`src/rtl/hazard_scoreboard_if.sv`:
```
// rtl/hazard_scoreboard_if.sv - decode-side bundle between decode stage and hazard scoreboard
interface hazard_scoreboard_if #(
    parameter int CNT_WIDTH = 16
);
    logic                 freeze;
    logic                 flush;
    logic [3:0]           src1;
    logic [3:0]           src2;
    logic                 has_src1;
    logic                 has_src2;
    logic [3:0]           id_dst;
    logic                 id_wb_en;
    logic                 id_mem_read;
    logic                 hazard;
    logic [15:0]          pending_mask;
    logic [CNT_WIDTH-1:0] stall_count;

    // decode / pipeline control side
    modport master (
        output freeze, flush, src1, src2, has_src1, has_src2,
               id_dst, id_wb_en, id_mem_read,
        input  hazard, pending_mask, stall_count
    );

    // scoreboard side
    modport slave (
        input  freeze, flush, src1, src2, has_src1, has_src2,
               id_dst, id_wb_en, id_mem_read,
        output hazard, pending_mask, stall_count
    );
endinterface

```
`src/rtl/hazard_scoreboard.sv`:
```
// rtl/hazard_scoreboard.sv - RAW hazard scoreboard beside decode; optional FORWARDING_EN limits stalls to load-use
module hazard_scoreboard #(
    parameter int TRACK_DEPTH = 2,
    parameter int CNT_WIDTH   = 16
) (
    input  logic               clk,
    input  logic               rst,
    hazard_scoreboard_if.slave bus
);
    localparam logic [CNT_WIDTH-1:0] CNT_ONE = {{(CNT_WIDTH-1){1'b0}}, 1'b1};
    localparam logic [CNT_WIDTH-1:0] CNT_MAX = {CNT_WIDTH{1'b1}};

    // entry 0 is the instruction in EX, entry k is k stages further down
    logic [TRACK_DEPTH-1:0] r_valid;
    logic [TRACK_DEPTH-1:0] r_load;
    logic [3:0]             r_dst [TRACK_DEPTH];
    logic [CNT_WIDTH-1:0]   r_stall_count;

    logic [TRACK_DEPTH-1:0] w_match;
    logic                   w_hazard;
    logic [15:0]            w_pending_mask;

    // per-entry source match, pending mask and stall decision
    always_comb begin
        w_match        = '0;
        w_pending_mask = '0;
        for (int k = 0; k < TRACK_DEPTH; k++) begin
            w_match[k] = r_valid[k] &
                         ((bus.has_src1 & (r_dst[k] == bus.src1)) |
                          (bus.has_src2 & (r_dst[k] == bus.src2)));
            if (r_valid[k]) begin
                w_pending_mask[r_dst[k]] = 1'b1;
            end
        end
`ifdef FORWARDING_EN
        // only a load in EX cannot be forwarded in time
        w_hazard = w_match[0] & r_load[0];
`else
        w_hazard = |w_match;
`endif
    end

    // shift the tracked writes one stage per advancing cycle; bubble on stall or flush
    always_ff @(posedge clk) begin
        if (!rst) begin
            r_valid       <= '0;
            r_load        <= '0;
            r_stall_count <= '0;
            for (int k = 0; k < TRACK_DEPTH; k++) begin
                r_dst[k] <= 4'd0;
            end
        end else if (!bus.freeze) begin
            for (int k = 1; k < TRACK_DEPTH; k++) begin
                r_valid[k] <= r_valid[k-1];
                r_load[k]  <= r_load[k-1];
                r_dst[k]   <= r_dst[k-1];
            end
            r_valid[0] <= bus.id_wb_en & ~w_hazard & ~bus.flush;
            r_load[0]  <= bus.id_mem_read;
            r_dst[0]   <= bus.id_dst;
            // a flushed instruction is not a stall even if it also had a hazard
            if (w_hazard && !bus.flush && (r_stall_count != CNT_MAX)) begin
                r_stall_count <= r_stall_count + CNT_ONE;
            end
        end
    end

    assign bus.hazard       = w_hazard;
    assign bus.pending_mask = w_pending_mask;
    assign bus.stall_count  = r_stall_count;
endmodule

```
`src/flat_wrapper.sv`:
```
// flat-port wrapper written by rule: the top's interface ports become plain ports
module hazard_scoreboard_flat 
#(
    parameter int TRACK_DEPTH = 2,
    parameter int CNT_WIDTH   = 16
)
  (clk, rst, bus_freeze, bus_flush, bus_src1, bus_src2, bus_has_src1, bus_has_src2, bus_id_dst, bus_id_wb_en, bus_id_mem_read, bus_hazard, bus_pending_mask, bus_stall_count);
  hazard_scoreboard_if #(.CNT_WIDTH(CNT_WIDTH)) bus_i ();
  input  logic clk;
  input  logic rst;
  input wire logic [$bits(bus_i.freeze)-1:0] bus_freeze;
  input wire logic [$bits(bus_i.flush)-1:0] bus_flush;
  input wire logic [$bits(bus_i.src1)-1:0] bus_src1;
  input wire logic [$bits(bus_i.src2)-1:0] bus_src2;
  input wire logic [$bits(bus_i.has_src1)-1:0] bus_has_src1;
  input wire logic [$bits(bus_i.has_src2)-1:0] bus_has_src2;
  input wire logic [$bits(bus_i.id_dst)-1:0] bus_id_dst;
  input wire logic [$bits(bus_i.id_wb_en)-1:0] bus_id_wb_en;
  input wire logic [$bits(bus_i.id_mem_read)-1:0] bus_id_mem_read;
  output wire logic [$bits(bus_i.hazard)-1:0] bus_hazard;
  output wire logic [$bits(bus_i.pending_mask)-1:0] bus_pending_mask;
  output wire logic [$bits(bus_i.stall_count)-1:0] bus_stall_count;
  assign bus_i.freeze = bus_freeze;
  assign bus_i.flush = bus_flush;
  assign bus_i.src1 = bus_src1;
  assign bus_i.src2 = bus_src2;
  assign bus_i.has_src1 = bus_has_src1;
  assign bus_i.has_src2 = bus_has_src2;
  assign bus_i.id_dst = bus_id_dst;
  assign bus_i.id_wb_en = bus_id_wb_en;
  assign bus_i.id_mem_read = bus_id_mem_read;
  assign bus_hazard = bus_i.hazard;
  assign bus_pending_mask = bus_i.pending_mask;
  assign bus_stall_count = bus_i.stall_count;
  hazard_scoreboard #(.TRACK_DEPTH(TRACK_DEPTH), .CNT_WIDTH(CNT_WIDTH)) u_core (.clk(clk), .rst(rst), .bus(bus_i));
endmodule
```
`config.mk`:
```
export PLATFORM = sky130hd
export DESIGN_NAME = hazard_scoreboard_flat
export DESIGN_NICKNAME = d
export VERILOG_FILES = /design/src/rtl/hazard_scoreboard_if.sv /design/src/rtl/hazard_scoreboard.sv /design/src/flat_wrapper.sv
export SDC_FILE = /design/constraint.sdc
export NUM_CORES = 1
export LEC_CHECK = 0
export ABC_AREA = 0
export ABC_CLOCK_PERIOD_IN_PS = 2200
export BUFFER_PORTS_ARGS = -buffer_cell sky130_fd_sc_hd__buf_2
export CAP_MARGIN = 20
export CORE_MARGIN = 1
export CORE_UTILIZATION = 50
export CTS_CLUSTER_SIZE = 24
export DETAILED_ROUTE_END_ITERATION = 10
export PLACE_DENSITY_LB_ADDON = 0.15
export RECOVER_POWER = 100
export SLEW_MARGIN = 20
export SYNTH_ARGS = -nofsm -noshare
export SYNTH_HDL_FRONTEND = slang
export SYNTH_SLANG_ARGS = --single-unit
```
`constraint.sdc`:
```
create_clock -name clk -period 2.2 [get_ports clk]
set_input_delay 0.33 -clock clk [delete_from_list [all_inputs] [get_ports clk]]
set_output_delay 0.33 -clock clk [all_outputs]
set_load 0.1 [all_outputs]
```
## Word-level counts from Yosys, hierarchy flattened

Memory sizes are Yosys's and may differ from the RTL's.
Cells that the tools add are included.

- Flip-flop bits (word level): 18
- RAM bits: 8
- Output and inout bits: 33
- Logic and storage cells: 48
- Memories kept: 1

Memory list:

| name | depth | bits a word | read ports | clocked after Yosys merged registers in | write ports | line | RTL |
|---|---|---|---|---|---|---|---|
| u_core.r_dst | 2 | 4 | 2 | 0 | 2 | hazard_scoreboard.sv:16 | `logic [3:0] r_dst [TRACK_DEPTH];` |

- Add/sub/neg operators: 1
- Magnitude comparators: 4
- Equal/unequal tests: 5
- Mux-type cells: 12
- Bitwise operators: 16
- Reductions and logical operators: 7

Operators by type and width:

| cell | count |
|---|---|
| $mux 16 | 2 |
| $add 16x1->16 const B | 1 |
| $eq 4x4->1 | 4 |
| $ne 16x16->1 const B | 1 |
| $or 16x16->16 | 1 |
| $lt 4x5->1 const B | 2 |
| $and 1x1->1 | 8 |
| $demux 1 s4 | 2 |
| $ge 4x1->1 const B | 2 |
| $mux 4 | 2 |
| $mux 1 | 6 |
| $logic_and 1x1->1 | 4 |
| $or 1x1->1 | 4 |
| $not 1->1 | 3 |
| $reduce_and 2->1 | 1 |
| $reduce_or 2->1 | 1 |
| $logic_not 1->1 | 1 |

## Logic depth before layout (Yosys ltp)

- Depth in word-level cells: 8
- Gate-level depth with buffers: 9
- Gate-level depth less buffers: 7

## Worst setup path before layout

Ideal clock, no wire load.

- Path kind: reg-to-output
- From: mem u_core.r_dst[1][2] (netlist: u_core.r_dst[0][6])
- To: out bus_pending_mask[12]
- Arrival: 2.944 ns
- Slack: -1.074 ns
- Stages on the path, launching flop included: 4
- Cells stage by stage: edfxtp_1 clkbuf_1 nand3_1 o32ai_1

RTL lines:

| what | line | RTL |
|---|---|---|
| from (decl) | hazard_scoreboard.sv:16 |  |
| to (decl) | flat_wrapper.sv:21 | `output wire logic [$bits(bus_i.pending_mask)-1:0] bus_pending_mask;` |

==> results.txt <==
* Critical path launch point type: flop
- Dividing the synthesized area by the synthesized cell count gives 8.54 um^2.
* Min Tclk post-route: about 2.2 ns
- Top cells by area, synth: sky130_fd_sc_hd__dfxtp_1 (22%), sky130_fd_sc_hd__edfxtp_1 (15%), sky130_fd_sc_hd__xor2_1 (7.0%)
- In this run, flip-flops and latches consume 58.1% of the power.
- Highest net fanout along the worst path: 7
- Post-route worst setup slack: 0.0338 ns
- Wires add up to 4.48 mm.
- Synthesis handed over a netlist of 191 instances.
- The first global-routing pass estimated about 7 mm of wire.
- Result of the run: complete, no violations
- In this run the number of H-tree levels came out at 1.
* Area of the mapped netlist: 1630 um^2
- After routing the design area is 2220 um^2.
* Slew at the pin closest to its max-slew limit: about 1.2 ns
- TritonCTS Buffers: 3
* Max-slew headroom: 22.5%
- Max Buffers Root-to-Sink: 2
* Fin. Hold Viols: 0
- Most used cells in the layout excluding fill and tap cells: sky130_fd_sc_hd__buf_2 (25), sky130_fd_sc_hd__o22ai_2 (14), sky130_fd_sc_hd__dfxtp_2 (14), sky130_fd_sc_hd__nand3_1 (13), sky130_fd_sc_hd__xor2_1 (13)
- Type of the worst setup path: flop to output pin
* Number of warnings printed during yosys synthesis: 0
* Clock root buffer: sky130_fd_sc_hd__clkbuf_4
* DPL Wire Length: 3.27 mm
* Cell leakage power: around 0.00081 uW
- For the worst-skew pair, the clock arrives at the later sink with an insertion delay of 0.32 ns.
* Number of buffers and inverters on the critical path: 1
- Post-route DRC violation count: 0
- Ratio of cells with drive above 1 in the final layout: 38.6%
- After synthesis, the share of flip-flops with an asynchronous set or reset is 0%.
* Slowest CP cell: sky130_fd_sc_hd__edfxtp_1
- Total power consumption of the routed design: 912 uW
- Entering global routing, the biggest net connects 31 pins.
- The critical path goes through xor2_1 > nor3_2 > nand4_1 > nand4_1 > buf_12.
- First-pass iteration count of the detailed router: 4
- Width of the die: 59.1 um
- The internal power of the cells totals 648 uW.
- The kind of cell with the highest combined delay along the critical path is flip-flops.
* TritonCTS clock tree: built
* Effective utilization at floorplan: 53.0%
* Number of violations reported at the end of detailed-routing iteration 0: roughly 120
- The tightest min-delay check is of the input port to flop type.
* Area share of the largest cell type after synthesis: 22.1%
* Sequential share of the synthesized area: 36.8%
- The floorplan step defined a die boundary enclosing about 3500 um^2.
- Number of port buffers: roughly 50
* Number of clock sinks: 26
- Number of antenna violations at the first check in global routing: 0
- Worst Hold Slack: 0.269 ns
- Fraction of power consumed by combinational cells: 19.0%
* Proportion of power drawn by the clock network: 22.9%
- The die is 59.1 um tall.
* Peak supply drop: around 0.00042 V
- In this run the power spent charging and discharging nets is 264 uW.
- Post-DP Area: around 2100 um^2
- Detailed-route vias per instance: slightly below 6
* Vias in the first global route: 1579
- After detailed routing, the average wire length per cell comes to 15.7 um.
- For this block, the via count after detailed routing is about 1.7k.
- Top_reg_cell synth: sky130_fd_sc_hd__dfxtp_1
- Clock input transition at the sequential cells of the worst setup and hold paths: 0.14 ns
- 53 I/O pins were placed.
- Synthesis inferred 26 register bits.
- ANT nets after route: 0
- For this run, the slowest stage of the critical path takes 0.56 ns.
* CP required: 1.87 ns
- Among the stages of the critical path, the cell type that occurs most often is sky130_fd_sc_hd__nand4_1.
- RSZ-0062 raised after global routing: true
- Setup total negative slack on the finished layout was measured at 0 ns.
- Std cell rows: 20
- The final critical path takes up between 90% and 100% of the cycle.
* Net count of the finished layout: approximately 260
- For this run, the total global-route usage over all layers was measured as 27.1%.
- The count of pins over their slew limit is 0.
* Max_cap viols: 0
* Capturing element type of the critical path: output pin
- The library cell used most frequently in the layout, excluding fill and tap cells, is sky130_fd_sc_hd__buf_2.
- In this run, synthesis inferred 8 flip-flops with an integrated enable.
- Crit path DAT: 1.84 ns
* Hold Buf Count CTS: 0
- On the final layout, the worst clock skew is 0.00410 ns.
- Setup violations remaining at the end of the flow were counted as 0.
* Placer's final routability congestion estimate: 0.840
- From synthesis to final layout, the design area changed by 36.5%.
- Based on the critical path, the design can be clocked at up to around 460 MHz.
- Synthesis produced a netlist with a net count of 212.
- The repair_antennas step left the layout with diodes totalling 0.
* Leftover overflow at the end of global routing: 0
- Fraction of power spent switching nets: 28.9%
- The largest total area in the synthesized netlist belongs to sky130_fd_sc_hd__dfxtp_1.
- Post-placement setup slack: 0.0691 ns
- Power spread over the standard cell area amounts to about 400 nW/um^2.
- Synthesis instantiated 37 different standard cells from the library.
- The floorplan step defined a core boundary enclosing 3080 um^2.
power by group through the flow:
stage	Combinational, uW	Sequential [uW]	Clock (uW)
after floorplan	121	524	0
after global placement	147	539	0
after detailed placement	154	541	0
after CTS	163	529	215
after global routing	185	532	230
final	174	529	209
path summary, 6_finish.rpt:
| path | startpoint | endpoint | slack, ns | cells past startpoint |
|---|---|---|---|---|
| worst min register to register | u_core.bus.stall_count[13] | u_core.bus.stall_count[13] | 0.50 | 2 |
| worst max-delay path | u_core.r_dst[0][6] | bus_hazard | 0.03 | 5 |
| worst min-delay path | bus_id_wb_en | u_core.r_valid[0] | 0.27 | 3 |
| worst max register to register | u_core.r_dst[0][6] | u_core.bus.stall_count[13] | 0.06 | 7 |
area by class of cell:
cell class / instances / area (um^2)
timing repair buffer: 60 / 437
sequential: 26 / 618
tap: 44 / 55.1
inverter: 4 / 15.0
multi-input combinational: 147 / 1070
fill: 255 / 853
clock buffer: 4 / 26.3
what timing repair did:
item | CTS | global route
setup endpoints to repair | 10 | 25
setup buffers | 1 | 2
pin swaps | 0 | 7
resized for setup | 9 | 14
gates cloned | 0 | 0
synthesized netlist by cell type, drive strengths merged, types with 2 or more instances:
cell	n
dfxtp	18
clkbuf	7
buf	7
o22ai	14
o32ai	2
or3	8
and2	8
nand4	9
nand2b	5
mux2i	2
nand2	12
nand3	14
inv	4
o21ai	9
nor2	7
o31ai	3
xnor2	4
a21oi	10
or4	5
nor3	5
edfxtp	8
nor4	2
nand3b	4
or2	2
xor2	13
o211ai	2
worst min-delay path: stages:
cell,delay [ns]
sky130_fd_sc_hd__buf_2,0.10
sky130_fd_sc_hd__nand3b_1,0.07
sky130_fd_sc_hd__o21ai_1,0.06
cells by family after synthesis:
| group | Yosys count | synth area share [%] |
|---|---|---|
| and+or+nand+nor | 83 | 29.3 |
| AOI/OAI and AO/OA | 44 | 16.8 |
| DFF | 26 | 36.8 |
| buffers and inverters | 18 | 5.91 |
| xor gates and xnor gates | 17 | 9.13 |
| muxes | 2 | 1.23 |
| adders and majority gates | 1 | 0.767 |
layer usage:
layer | vias to the layer above | track usage, % | wire (um)
met5 | - | 0 | 0
met4 | 0 | 3.40 | 18
met3 | 2 | 3.93 | 315
met2 | 73 | 45.3 | 2260
met1 | 781 | 38.3 | 1890
li1 | 808 | - | -
state kept, by name, summed over array words and instances, names as in the netlist:
signal                  cells
u_core.bus.stall_count     16
u_core.r_dst                8
u_core.r_valid              2
stage by stage:
step	utilization, %	cells
final	72.3	285
after global routing	72.3	285
after CTS	70.5	283
after detailed placement	68.2	278
after global placement	68.2	278
after floorplan	-	191
Note: power is estimated with default switching activity, not from simulation.
